`src/rtl/mult_iterative_pkg.sv`:
```
// rtl/mult_iterative_pkg.sv - shared word types and FSM state encoding for the iterative multiplier
package mult_iterative_pkg;

  localparam int WORD_W = 32;

  typedef logic [WORD_W-1:0]   word_t;
  typedef logic [2*WORD_W-1:0] dword_t;

  typedef enum logic [1:0] {
    MULT_IDLE,
    MULT_CALC,
    MULT_FIN
  } mult_state_t;

endpackage

```
`src/rtl/mult_iterative.sv`:
```
// rtl/mult_iterative.sv - radix-2 shift-add multiplier for MUL/MULH/MULHSU/MULHU
// Define MULT_EARLY_OUT_EN to leave CALC as soon as the remaining multiplier bits are all zero.
module mult_iterative
  import mult_iterative_pkg::*;
#(
  parameter int WIDTH = WORD_W
) (
  input  logic             clk,
  input  logic             rst,
  input  logic             start,
  input  logic             flush,
  input  logic [WIDTH-1:0] a,
  input  logic [WIDTH-1:0] b,
  input  logic             mult_half,
  input  logic             mult_signed_a,
  input  logic             mult_signed_b,
  output logic             busy,
  output logic             done,
  output logic [WIDTH-1:0] result
);

  localparam int CNT_W = $clog2(WIDTH);
  localparam logic [CNT_W-1:0] CNT_LAST = CNT_W'(WIDTH - 1);

  mult_state_t        state;
  logic [2*WIDTH-1:0] acc;
  logic [2*WIDTH-1:0] mcand;
  logic [WIDTH-1:0]   mplr;
  logic [CNT_W-1:0]   cnt;
  logic               neg;
  logic               half_q;

  logic               a_neg;
  logic               b_neg;
  logic [WIDTH-1:0]   a_mag;
  logic [WIDTH-1:0]   b_mag;
  logic [2*WIDTH-1:0] prod;
  logic               early_exit;

  // Signed operands are reduced to magnitudes; the sign is reapplied to the full product in FIN.
  assign a_neg = mult_signed_a & a[WIDTH-1];
  assign b_neg = mult_signed_b & b[WIDTH-1];
  assign a_mag = a_neg ? -a : a;
  assign b_mag = b_neg ? -b : b;
  assign prod  = neg ? -acc : acc;

`ifdef MULT_EARLY_OUT_EN
  assign early_exit = (mplr == '0);
`else
  assign early_exit = 1'b0;
`endif

  assign busy = (state != MULT_IDLE);

  always_ff @(posedge clk or posedge rst) begin
    if (rst) begin
      state  <= MULT_IDLE;
      done   <= 1'b0;
      result <= '0;
      acc    <= '0;
      mcand  <= '0;
      mplr   <= '0;
      cnt    <= '0;
      neg    <= 1'b0;
      half_q <= 1'b0;
    end else begin
      done <= 1'b0;
      if (flush) begin
        state <= MULT_IDLE;
      end else begin
        case (state)
          MULT_IDLE: begin
            if (start) begin
              mcand  <= {{WIDTH{1'b0}}, a_mag};
              mplr   <= b_mag;
              neg    <= a_neg ^ b_neg;
              half_q <= mult_half;
              acc    <= '0;
              cnt    <= '0;
              state  <= MULT_CALC;
            end
          end
          MULT_CALC: begin
            if (early_exit) begin
              state <= MULT_FIN;
            end else begin
              if (mplr[0]) acc <= acc + mcand;
              mcand <= mcand << 1;
              mplr  <= mplr >> 1;
              cnt   <= cnt + CNT_W'(1);
              if (cnt == CNT_LAST) state <= MULT_FIN;
            end
          end
          MULT_FIN: begin
            result <= half_q ? prod[2*WIDTH-1:WIDTH] : prod[WIDTH-1:0];
            done   <= 1'b1;
            state  <= MULT_IDLE;
          end
          default: state <= MULT_IDLE;
        endcase
      end
    end
  end

endmodule

```
`config.mk`:
```
export PLATFORM = sky130hd
export DESIGN_NAME = mult_iterative
export DESIGN_NICKNAME = d
export VERILOG_FILES = /design/src/rtl/mult_iterative_pkg.sv /design/src/rtl/mult_iterative.sv
export SDC_FILE = /design/constraint.sdc
export NUM_CORES = 1
export LEC_CHECK = 0
export ABC_AREA = 1
export CAP_MARGIN = 10
export CORE_ASPECT_RATIO = 0.9
export CORE_MARGIN = 2
export CORE_UTILIZATION = 65
export DETAILED_ROUTE_END_ITERATION = 6
export GPL_TIMING_DRIVEN = 0
export PLACE_DENSITY_LB_ADDON = 0.1
export SYNTH_ARGS = -nofsm -noshare
export SYNTH_HDL_FRONTEND = slang
export SYNTH_SLANG_ARGS = --single-unit
```
`constraint.sdc`:
```
create_clock -name clk -period 16.6 [get_ports clk]
set_input_delay 2.49 -clock clk [delete_from_list [all_inputs] [get_ports clk]]
set_output_delay 2.49 -clock clk [all_outputs]
set_load 0.01 [all_outputs]
```
==> out/results.ini <==
[clocking]
htree_num_levels=1
hold_buffers=0
cts_buffers=23
cts_sinks=202
clockBufferDepth=3
cts.clk_slew.worst_paths_ps=60
cts_setup_buffers=0
cts_root_buffer=clkbuf_16
ctsResizeCount=0
clk_latency_ps=550
cts_tree=built

[global_routing]
grt_max_degree=111
grt_pass1_wl_mm=103.3
grt_usage=0.4512
grt-ovfl-total=0
antenna_found_initial=1
grt_pass1_vias=19410

[finish]
layout.cells.most_common=nand2_1
drive_gt1_frac=0.04075
fin_cells=3595
final_cell_mix=nand2_1 (1074), inv_1 (531), nor2_1 (307), nand3_1 (244), dfrtp_1 (202)
num-nets-final=3362
syn_to_final_growth_pct=12.70

[critical_path]
r2r_cells=11
rr_endpoint=acc[17]$_DFFE_PP0P_
r2r-start=acc[7]$_DFFE_PP0P_
path_cells=clkdlybuf4s50_1, o21ai_2, a21oi_4, nand2_2, buf_2, a21oi_1, o21ai_0, o21ai_0
slowest_delay_ps=470
critPathSlowestCell=clkdlybuf4s50_1
endpoint_kind=register
rrSetupSlack_ps=13710
cp_common_cell=o21ai_0
worstPathRequired_ps=16970
cp.arrival_ps=4670
path_class=in -> reg
path_max_fanout=10
worst_setup_path_start_kind=input port

[floorplanning]
io_pins=105
fp.dieH_um=162.3
dieArea_um2=29190
die-width_um=179.9
core_um2=27170
initial_core_util=0.6659
fp-row-count=57

[place]
globalplace.congestion=1.123
portBuffers=104
dp_hpwl_mm=53.73
placedCellCount=3551

[min_path]
hold_start=result[5]$_DFFE_PP0P_
hold_path_class=reg -> reg
min_to=result[5]$_DFFE_PP0P_
hold_path_depth=2

[synthesis]
syn_area_um2=18090
synth-seq-cells=202
synth_cell_types=47
synthMuxAreaShare=0
synthAdderAreaFrac=0.04813
synth_area_leader_cell=dfrtp_1
synthDominantCellAreaShare=0.2794
syn-num-nets=3232
synth_cells=3092
yosys.area_share.simple=0.3993
synth.avg_cell_area_um2=5.852
synth_compound_area_frac=0.1347
yosys_warnings=0
synth_enable_flop_cells=0
async_flop_share=1.000
yosys-top-cells-area=dfrtp_1 (28%), nand2_1 (22%), inv_1 (11%)
yosysSeqAreaShare=0.2794
synth_top_family_by_area=simple AND/OR/NAND/NOR gates
synth_xor_area_frac=0.008713
synthFlopType=dfrtp_1

[run_status]
outcome=finished with violations
violations=design-rule violations

[sta]
max_freq_mhz=232.7
skew_ps=25.91
finalSetupViolCount=0
hold_viol=0
tightest_slew_ps=965.7
fin_crit_sh=0.2589
period_needed_ps=4298
setup-tns-final_ps=0
relSlewSlack=0.3562
rsz0062_at_grt=false
finalMaxSlewViolations=0

[power]
p_sw_frac=0.4506
p_int_mw=1.085
irDropWorstVdd_v=0.00008943
p_per_area_nw_per_um2=96.88
p_seq_frac=0.320
p_comb_frac=0.409
power_leakage_nw=11.35
p_switching_mw=0.8901
p_clk_frac=0.271

[route]
drc=14
firstDrtPassIters=7
viasPerCell=6.021
drtIter0Drc=3268
drtAntennaViolNets=0
wl_per_cell_um=18.93
drt_wl_total_mm=68.06
vias=21640

[job]
cap_violations=0

==> power by group through the flow <==
stage / Combinational [mW] / Clock, mW / Sequential [mW]
after floorplan: 0.547 / 0 / 0.590
after global placement: 0.740 / 0 / 0.625
after detailed placement: 0.763 / 0 / 0.628
after CTS: 0.772 / 0.528 / 0.620
after global routing: 0.882 / 0.547 / 0.629
final: 0.809 / 0.535 / 0.631
==> registers in the layout (all words and copies together) (netlist names) <==
signal,cells
state,2
mplr,32
mcand,64
cnt,5
acc,64
result,32
neg,1
half_q,1
done,1
==> cells in the mapped netlist (2+ instances only) <==
library cell	n
a21boi_0	4
nor3_1	26
o211ai_1	24
a21boi_1	17
o21ai_0	176
o221ai_1	3
or2_0	2
a31oi_1	3
buf_1	2
o31ai_1	3
nand3b_1	6
nor2_2	6
dfrtp_1	202
nand3_1	244
buf_2	25
nor2_4	4
clkinv_1	2
inv_2	4
nand3_2	2
xnor2_1	2
and3_1	2
o21ai_1	9
o22ai_1	42
buf_6	3
xor2_1	16
o21ai_2	5
o21bai_1	2
nand2_1	1074
nor2_1	307
nand4_1	34
or2_2	29
a2bb2oi_1	4
ha_1	68
clkbuf_1	43
a21oi_1	143
inv_1	532
nor4_1	3
nand2_2	10
==> area by class of cell <==
type / count / area, um^2
Multi-Input combinational cell: 2279 / 10690
Fill cell: 2317 / 6782
Clock inverter: 14 / 158.9
Tap cell: 354 / 442.9
Sequential cell: 202 / 5055
Clock buffer: 28 / 614.3
Timing Repair Buffer: 105 / 1069
Buffer: 73 / 327.8
Antenna cell: 2 / 5.005
Inverter: 538 / 2027
==> worst max-delay path, delay by kind of cell <==
family / cells / cell delay, ps
compound gates: 5 / 1110
simple gates: 1 / 250
buf+inv: 2 / 810
==> worst max-delay path by stage <==
stage | startpoint | to | slack (ps) | cells after the start
6_report | start | acc[17]$_DFFE_PP0P_ | 12300 | 8
3_3_place_gp | rst | done$_DFF_PP0_ | 6170 | 2
2_1_floorplan | rst | acc[0]$_DFFE_PP0P_ | 8600 | 1
5_1_grt | a[0] | mcand[18]$_DFFE_PP0P_ | 12190 | 13
3_5_place_dp | a[0] | mcand[14]$_DFFE_PP0P_ | 11910 | 13
4_1_cts | state[0]$_DFFE_PP0P_ | busy | 12360 | 3
==> per-layer routing <==
| layer | GRT usage | vias to the layer above | routed length (um) |
|---|---|---|---|
| met2 | 0.6559 | 1639 | 27780 |
| li1 | - | 10000 | - |
| met5 | 0 | - | 0 |
| met3 | 0.1756 | 217 | 11820 |
| met4 | 0.1504 | 0 | 2465 |
| met1 | 0.6155 | 9788 | 26000 |
==> logic make-up after synthesis <==
kind of cell / count (synthesis)
adders and majority gates: 69
buffers and inverters: 611
DFF: 202
AOI/OAI and AO/OA: 438
and+or+nand+nor: 1754
xor gates and xnor gates: 18
==> through the flow <==
step	util	cell area [um^2]	setup slack, ps	power [mW]	hold slack, ps
global placement	0.7205	19580	6169	1.365	448.8
finish	0.7504	20390	12300	1.975	485.7
global route	0.7503	20390	12190	2.058	501.8
detailed placement	0.7218	19610	11910	1.391	465.4
floorplan	-	18090	8599	1.136	433.6
CTS	0.7502	20390	12360	1.920	473.4
(Power assumes the default switching activity.)
